==> src/rtl/csa_pkg.sv <==
// Shared constants for the carry-select accumulator: state encoding, group layout and the
// beat-count limit.
package csa_pkg;

  typedef enum logic {
    ST_ACC  = 1'b0,
    ST_DONE = 1'b1
  } state_e;

  localparam int unsigned NUM_GRP = 5;
  localparam int unsigned GRP0_W  = 2;
  localparam int unsigned GRP1_W  = 3;
  localparam int unsigned GRP2_W  = 3;
  localparam int unsigned GRP3_W  = 4;
  localparam int unsigned GRP4_W  = 4;

  function automatic int unsigned grp_w(int unsigned g);
    case (g)
      0:       return GRP0_W;
      1:       return GRP1_W;
      2:       return GRP2_W;
      3:       return GRP3_W;
      default: return GRP4_W;
    endcase
  endfunction

  function automatic int unsigned grp_lsb(int unsigned g);
    int unsigned lsb;
    lsb = 0;
    for (int unsigned i = 0; i < g; i++) lsb += grp_w(i);
    return lsb;
  endfunction

  function automatic int unsigned count_max(int unsigned cw);
    return (32'd1 << cw) - 32'd1;
  endfunction

endpackage

==> src/rtl/csa_group.sv <==
// One carry-select group: two ripple rows precomputed for carry-in 0 and 1, then
// selected by the real group carry-in.
module csa_group #(
  parameter int unsigned GW = 4
) (
  input  logic [GW-1:0] a,
  input  logic [GW-1:0] b,
  input  logic          cin,
  output logic [GW-1:0] sum,
  output logic          cout
);

  logic [GW-1:0] s0, s1;
  logic          c0, c1;

  always_comb begin
    s0 = '0;
    s1 = '0;
    c0 = 1'b0;
    c1 = 1'b1;
    for (int i = 0; i < int'(GW); i++) begin
      s0[i] = a[i] ^ b[i] ^ c0;
      c0    = (a[i] & b[i]) | (c0 & (a[i] ^ b[i]));
      s1[i] = a[i] ^ b[i] ^ c1;
      c1    = (a[i] & b[i]) | (c1 & (a[i] ^ b[i]));
    end
    sum  = cin ? s1 : s0;
    cout = cin ? c1 : c0;
  end

endmodule

==> src/rtl/csa_accum.sv <==
// Streaming burst accumulator: sums operands through a 2/3/3/4/4 carry-select adder and
// presents total, sticky carry-out and beat count. Group layout is fixed for WIDTH=16.
module csa_accum
  import csa_pkg::*;
#(
  parameter int unsigned WIDTH   = 16,
  parameter int unsigned COUNT_W = 4
) (
  input  logic               clk,
  input  logic               rst,
  input  logic               in_valid,
  output logic               in_ready,
  input  logic [WIDTH-1:0]   in_data,
  input  logic               in_last,
  output logic               out_valid,
  input  logic               out_ready,
  output logic [WIDTH-1:0]   out_sum,
  output logic               out_ovf,
  output logic [COUNT_W-1:0] out_cnt
);

  localparam logic [COUNT_W-1:0] CntMax = COUNT_W'(count_max(COUNT_W));
  localparam logic [COUNT_W-1:0] CntOne = COUNT_W'(1);

  state_e             state_q, state_d;
  logic [WIDTH-1:0]   acc_q, acc_d;
  logic               ovf_q, ovf_d;
  logic [COUNT_W-1:0] cnt_q, cnt_d;

  logic [WIDTH-1:0]   sum_nxt;
  logic [NUM_GRP:0]   carry;
  logic [COUNT_W-1:0] cnt_inc;
  logic               accept;

  assign carry[0] = 1'b0;

  for (genvar g = 0; g < int'(NUM_GRP); g++) begin : g_grp
    localparam int unsigned GW  = grp_w(g);
    localparam int unsigned LSB = grp_lsb(g);
    csa_group #(
      .GW(GW)
    ) u_grp (
      .a    (acc_q[LSB+:GW]),
      .b    (in_data[LSB+:GW]),
      .cin  (carry[g]),
      .sum  (sum_nxt[LSB+:GW]),
      .cout (carry[g+1])
    );
  end

  // Held low during reset even though the state register already reads ACC.
  assign in_ready  = (state_q == ST_ACC) && !rst;
  assign out_valid = (state_q == ST_DONE);
  assign accept    = in_valid && in_ready;
  assign cnt_inc   = cnt_q + CntOne;

  assign out_sum = acc_q;
  assign out_ovf = ovf_q;
  assign out_cnt = cnt_q;

  always_comb begin
    state_d = state_q;
    acc_d   = acc_q;
    ovf_d   = ovf_q;
    cnt_d   = cnt_q;
    case (state_q)
      ST_ACC: begin
        if (accept) begin
          acc_d = sum_nxt;
          ovf_d = ovf_q | carry[NUM_GRP];
          cnt_d = cnt_inc;
          if (in_last || (cnt_inc == CntMax)) state_d = ST_DONE;
        end
      end
      ST_DONE: begin
        if (out_ready) begin
          state_d = ST_ACC;
          acc_d   = '0;
          ovf_d   = 1'b0;
          cnt_d   = '0;
        end
      end
      default: state_d = ST_ACC;
    endcase
  end

  always_ff @(posedge clk or posedge rst) begin
    if (rst) begin
      state_q <= ST_ACC;
      acc_q   <= '0;
      ovf_q   <= 1'b0;
      cnt_q   <= '0;
    end else begin
      state_q <= state_d;
      acc_q   <= acc_d;
      ovf_q   <= ovf_d;
      cnt_q   <= cnt_d;
    end
  end

endmodule
==> config.mk <==
export PLATFORM = sky130hd
export DESIGN_NAME = csa_accum
export DESIGN_NICKNAME = d
export VERILOG_FILES = /design/src/rtl/csa_pkg.sv /design/src/rtl/csa_group.sv /design/src/rtl/csa_accum.sv
export SDC_FILE = /design/constraint.sdc
export NUM_CORES = 1
export LEC_CHECK = 0
export ABC_AREA = 1
export CAP_MARGIN = 20
export CORE_MARGIN = 3
export CORE_UTILIZATION = 40
export DETAILED_ROUTE_END_ITERATION = 7
export GPL_TIMING_DRIVEN = 0
export PLACE_DENSITY = 0.74
export SLEW_MARGIN = 20
export SYNTH_ARGS = -nofsm -noshare
export SYNTH_HDL_FRONTEND = slang
export SYNTH_SLANG_ARGS = --single-unit
export TNS_END_PERCENT = 5
==> constraint.sdc <==
create_clock -name clk -period 5.05 [get_ports clk]
set_clock_uncertainty 0.2 [all_clocks]
set_input_delay 1.2625 -clock clk [delete_from_list [all_inputs] [get_ports clk]]
set_output_delay 1.2625 -clock clk [all_outputs]
set_load 0.01 [all_outputs]
==> summary.md, run 1 <==
| Metric | Value |
|---|---|
| Synthesized flop and latch total | 22 |
| Placer congestion estimate | 0.743 |
| Layout cells sized above 1 | 23.4% |
| Crit path time final | 5870 ps |
| Setup repair after global routing missed its margin | true |
| CTS clk-pin slew, worst paths | 120 ps |
| Hold EP | out_ovf |
| Clock Sinks | 22 |
| FF-to-FF setup slack | -240 ps |
| Ant diodes | 0 |
| Root Driver | clkbuf_4 |
| Fillers | 305 |
| Max cap viols | 0 |
| Average wire per standard cell | 13.3 µm |
| Ys Warns | 0 |
| Pre-CTS setup slack | -1730 ps |
| Slew HR | 43.1% |
| CP max stage delay | 440 ps |
| Die X | 66.4 µm |
| Core Area | 3420 µm² |
| CTS buffer count | 3 |
| Hold Path Class | reg2reg |
| Number of port buffers | 43 |
| GRT Total Usage | 16.3% |
| Avg Inst Size Synth | 9.49 µm² |
| Drt pass-1 iters | 4 |
| Crit Path Category | in2reg |
| DR vias/cell | 4.74 |
| WHS Path Cells | 2 |
| Setup WS post-layout | -816 ps |
| Worst Path Arrival | 5880 ps |
| Finish-stage setup viols | 4 |
| Crit path top cell by count | fa_2 |
| Required time worst endpoint | 5060 ps |
| Starting Density | 42.8% |
| Register area | 551 µm² |
| Worst Path Max Fanout | 3 |
| CP endpoint kind | flop |
| Die ar. | 4410 µm² |
| Site Rows | 21 |
| Reg2Reg Depth | 24 |
| Power Density | 510 nW/µm² |
| Failing checks | setup timing |
| Residual DRC | 0 |
| Slowest stage cell, crit path | fa_1 |
| Seq/Total Area, Yosys | 37.7% |
| Cells after Synth | 154 |
| Total power | 1.07 mW |
| GR Overflow Total | 0 |
| Endpoints failing hold | 0 |
| Reg-to-reg endpoint | out_sum[15] |
| First-pass GRT wire length | 5440 µm |
| Max Root-Sink Buffers | 2 |
| Status | finished, violations left |
| Routed vias | 1189 |
| RR Startpoint | out_sum[0] |
| H-tree Lvls | 1 |
| Crit path launch type | input port |
| Non-Filler Instances | 251 |
| Initial antenna violation count | 0 |
| Layout area overhead | 43.2% |
| Syn Std Cell Area | 1460 µm² |
| Hold buffer count at cts | 0 |
| Static Leak | 0.987 nW |
| Worst hold start | out_ovf |
| Post-detailed-route count of antenna-violating nets | 0 |
| Post-layout nets | 249 |
| Routed WL | 3340 µm |
| Initial DRC count | 26 |
| Die height | 66.4 µm |
| Maximum vdd drop | 0.228 mV |
| Count of different cell masters after synthesis | 22 |
| CTS tree | built |
| Worst Tran Pin Value | 853 ps |
| DP HPWL | 2620 µm |
| Peak Freq | 170 MHz |
| Vias in the first global route | 1268 |
| Largest net degree at the start of global routing | 23 |
| Net count after synthesis | 197 |
| Slew Viols, Final | 0 |
| Post-route clock period utilization | 116% |
| Clock latency on the worst-skew pair | 310 ps |
| Multi-input gate area | 833 µm² |
| Num ports | 44 |
| Placed Cells | 243 |
==> how the worst max path moves through the flow <==
stage                     slack, ps  depth (start not counted)          end       start
after floorplan                -970                         26  out_sum[15]  in_data[0]
after global placement        -1680                         25  out_sum[15]  in_data[0]
after detailed placement      -1730                         25  out_sum[15]  in_data[0]
after CTS                     -1200                         25  out_sum[15]  in_data[0]
after global routing          -1000                         25  out_sum[15]  in_data[0]
final                          -820                         25  out_sum[15]  in_data[0]
==> cells in the final DEF, fill, tap and decap left out, types with 2 or more instances in the layout <==
cell / netlist / final
clkbuf_4: 0 / 3
a21oi_2: 0 / 2
ha_1: 11 / 10
buf_6: 3 / 5
o21ai_0: 4 / 2
inv_2: 0 / 4
nor2_1: 5 / 3
o21ai_2: 5 / 6
nand2_1: 34 / 33
fa_2: 0 / 10
buf_4: 0 / 3
xor2_1: 2 / 2
inv_1: 29 / 25
nor2_4: 1 / 2
o22ai_1: 5 / 4
nand3_1: 11 / 11
clkdlybuf4s50_1: 0 / 40
nand2_4: 2 / 2
dfrtp_1: 22 / 22
==> cell usage after synthesis <==
cell       n  share of area (%)
nand3_2    1               0.68
buf_2      1               0.34
xnor2_1    1               0.60
a21oi_1    2               0.68
a21boi_0   1               0.51
dfrtp_1   22                 38
fa_1      11                 15
xor2_1     2                1.2
o21ai_2    5                3.0
nand2_4    2                1.5
nand3_1   11                3.8
o21ai_0    4                1.4
o22ai_1    5                2.1
nand2_1   34                8.7
nor2_1     5                1.3
nor2_4     1               0.77
or2_2      1               0.43
nand4_1    1               0.43
buf_6      3                2.3
inv_1     29                7.4
ha_1      11                9.4
inv_6      1               0.60
==> logic make-up (layout without fill, tap and decap cells) <==
family	after synthesis	count (layout)	share of synthesized area [%]
buf+inv	34	85	10.7
fa+ha+maj	22	22	24.5
compound gates	17	17	7.71
simple gates	56	56	17.6
xor+xnor	3	3	1.80
flops	22	22	37.7
==> power breakdown <==
part | internal [mW] | total (mW) | switching, mW
Sequential | 0.253 | 0.330 | 0.0770
Combinational | 0.346 | 0.641 | 0.295
Clock | 0.0440 | 0.0976 | 0.0535
Total | 0.643 | 1.07 | 0.426
==> worst max-delay path, delay by kind of cell <==
family	cells	cell delay, ps
AO/OA/AOI/OAI	4	470
buffers and inverters	5	290
AND/OR/NAND/NOR	4	300
adder cells (fa/ha/maj)	12	3550
==> registers in the layout (all words and copies together) (netlist names) <==
signal / cells
out_ovf: 1
out_cnt: 4
out_valid: 1
out_sum: 16
==> layout make-up <==
| class | instances | area share (%) |
|---|---|---|
| multi-input combinational | 98 | 39.8 |
| sequential | 22 | 26.3 |
| timing repair buffer | 47 | 21.9 |
| inverter | 30 | 5.62 |
| tap | 46 | 2.75 |
| buffer | 4 | 1.85 |
| clock buffer | 4 | 1.73 |
==> what timing repair did <==
| action | 4_1_cts | 5_1_grt |
|---|---|---|
| setup buffers | 4 | 0 |
| cloned | 0 | 0 |
| pin swaps | 19 | 18 |
| endpoints found under the hold margin | 0 | 0 |
| resized for setup | 24 | 7 |
| endpoints found under the setup margin | 6 | 6 |
==> per-stage QoR <==
| step | hold WS, ps | cell area (µm²) | utilization [%] | setup TNS, ps |
|---|---|---|---|---|
| 2_1_floorplan | 354 | 1470 | - | -2950 |
| 3_3_place_gp | 312 | 1960 | 57.4 | -7010 |
| 3_5_place_dp | 326 | 1960 | 57.4 | -7380 |
| 4_1_cts | 344 | 2070 | 60.7 | -4120 |
| 5_1_grt | 368 | 2090 | 61.3 | -3080 |
| 6_report | 333 | 2090 | 61.3 | -2450 |
==> per-layer routing <==
metal,track usage (%),part of all wire [%],up-vias
met5,0,0,-
met4,6.09,1.3,0
met3,2.38,3.8,6
met2,29.7,53,32
met1,19.0,41,570
li1,-,-,581
No activity file was read; power rests on OpenSTA's default activity.
==> run 2, diff against run 1 <==
- CORE_MARGIN: 3 -> 8
- CORE_UTILIZATION: 40 -> 42
- PLACE_DENSITY: 0.74 -> 0.78
==> run 2 against run 1 <==
Against the previous run: the flow still finishes with violations (setup timing); utilization is 1.5 points higher; cell count is 0.40% lower; non-clock buffer count is 1 lower; via count is 2.3% lower; hold slack better by 33 ps; wire length is 0.93% lower; design area is 0.12% higher; global-route usage is 3.1 points lower; sequential share of layout area hardly changed; count of clock-buffer cells in the layout stayed put; first-iteration DRC count is 3.8% higher; sequential power hardly changed; largest cell class unchanged.
==> summary.md, run 2 (synthesis gave the netlist of run 1 again) <==
| Metric | Value |
|---|---|
| Status | finished, violations left |
| Failing checks | setup timing |
| Placer congestion estimate | 0.730 |
| Sequential Power Share | 30.6% |
| Site Rows | 21 |
| Max cap viols | 0 |
| Hold EP | out_ovf |
| Worst Tran Pin Value | 822 ps |
| Fin area | 2100 µm² |
| Non-Filler Instances | 250 |
| WHS Path Cells | 2 |
| FF-to-FF setup slack | -320 ps |
| Ant diodes | 0 |
| Routed WL | 3310 µm |
| Largest net degree at the start of global routing | 23 |
| Placed Cells | 243 |
| DR vias/cell | 4.65 |
| Peak Freq | 168 MHz |
| Vias in the first global route | 1264 |
| Hold slack | 366 ps |
| Initial DRC count | 27 |
| Setup WS post-layout | -891 ps |
| Worst Path Max Fanout | 4 |
| Worst hold start | out_ovf |
| Reg2Reg Depth | 26 |
| Die height | 75.0 µm |
| Finish-stage setup viols | 4 |
| Setup repair after global routing missed its margin | true |
| Initial antenna violation count | 0 |
| GR Overflow Total | 0 |
| Hold buffer count at cts | 0 |
| H-tree Lvls | 1 |
| Number of port buffers | 43 |
| Clock power share | 9.2% |
| Crit Path Category | in2reg |
| Worst Path Arrival | 6000 ps |
| Average wire per standard cell | 13.2 µm |
| Slew Viols, Final | 0 |
| Root Driver | clkbuf_4 |
| Residual DRC | 0 |
| Clock Sinks | 22 |
| Comb pwr share | 60.3% |
| Post-route clock period utilization | 118% |
| Internal power | 641 µW |
| Max FFs per register | 16 |
| Post-detailed-route count of antenna-violating nets | 0 |
| Layout area overhead | 43.4% |
| CTS tree | built |
| Num ports | 44 |
| Drt pass-1 iters | 4 |
| Max Root-Sink Buffers | 2 |
| Clock latency on the worst-skew pair | 310 ps |
| Commonest non-fill, non-tap cells in the layout | clkdlybuf4s50_1, nand2_1, inv_1 |
| Reg-to-reg endpoint | out_sum[15] |
| Starting Density | 43.8% |
| Crit path launch type | input port |
| CP endpoint kind | flop |
| Maximum vdd drop | 0.271 mV |
| Static Leak | 0.983 nW |
| Sw power | 430 µW |
| Layout cells sized above 1 | 23.5% |
| Routed vias | 1162 |
| Post-layout nets | 248 |
| Fin util | 62.8% |
| Slew HR | 45.2% |
| Commonest non-fill, non-tap cell in the layout | clkdlybuf4s50_1 |
| Core Area | 3340 µm² |
| Placed Instance Area | 1960 µm² |
| DP HPWL | 2490 µm |
| CTS buffer count | 3 |
| CTS clk-pin slew, worst paths | 130 ps |
| Switching Share | 40.1% |
| Fillers | 281 |
| Die ar. | 5620 µm² |
| Endpoints failing hold | 0 |
| Hold Path Class | reg2reg |
| Die X | 75.0 µm |
| First-pass GRT wire length | 5710 µm |
| Required time worst endpoint | 5110 ps |
| RR Startpoint | out_sum[0] |
| Power Density | 511 nW/µm² |
| Crit path time final | 5940 ps |
| GRT Total Usage | 13.2% |
run 2: cell types whose count changed in the layout (fill, tap and decap cells not counted):
cell     before  now
a21oi_2       2    1
a21oi_4       0    1
buf_4         3    2
nand2_1      33   32
nand2_2       1    2
run 2: layout make-up:
class / count / area (µm²) / share of cell area (%)
Multi-Input combinational cell: 98 / 843 / 40.2
Inverter: 30 / 118 / 5.61
Sequential cell: 22 / 551 / 26.3
Clock buffer: 4 / 36.3 / 1.73
Buffer: 4 / 38.8 / 1.85
Tap cell: 46 / 57.6 / 2.75
Timing Repair Buffer: 46 / 452 / 21.6
run 2: worst max-delay path, cell delays in order:
cell,delay [ps]
buf_6,90
ha_4,140
fa_2,380
nand2_2,120
o21ai_4,70
fa_2,330
inv_2,60
fa_2,220
nand2_2,50
o21ai_2,60
fa_2,230
inv_2,40
fa_2,370
nor2_2,130
a21oi_2,40
fa_2,340
fa_2,340
inv_2,60
fa_2,230
nor2_4,50
a21oi_4,110
fa_2,200
inv_2,50
fa_2,360
fa_1,550
nand2_1,50
nand2_1,50
run 2: worst max path at each step:
stage / from / slack [ps] / endpoint / cells after the start
after global routing: in_data[0] / -1030 / out_sum[15] / 27
after detailed placement: in_data[0] / -1770 / out_sum[15] / 27
after CTS: in_data[0] / -1210 / out_sum[15] / 25
after global placement: in_data[0] / -1700 / out_sum[15] / 25
final: in_data[0] / -890 / out_sum[15] / 27
after floorplan: in_data[0] / -970 / out_sum[15] / 26
run 2: routing by layer:
layer  share of wire (%)  vias up  track usage [%]
li1                    -      575                -
met1                  40      556             15.5
met2                  53       29             23.4
met3                 6.1        2             2.93
met4                0.42        0             3.48
met5                   0        -                0
run 2: timing repair:
action,in CTS,in global routing
setup buffers,3,0
endpoints found under the setup margin,6,6
gates resized for setup,28,5
pin swaps,23,17
hold endpoints to repair,0,0
run 2: stage by stage:
stage	worst slack [ps]	power, mW	setup TNS, ps
floorplan	-969	0.640	-2950
global placement	-1700	0.874	-7030
detailed placement	-1770	0.893	-7630
CTS	-1210	1.07	-4310
global route	-1030	1.17	-3110
finish	-891	1.07	-2700
run 2: power by group through the flow:
stage                     Clock [mW]  Sequential, mW  Combinational (mW)
after global routing           0.109           0.345               0.715
final                         0.0981           0.327               0.646
after detailed placement           0           0.330               0.563
after CTS                      0.102           0.328               0.640
after global placement             0           0.327               0.547
after floorplan                    0           0.357               0.283
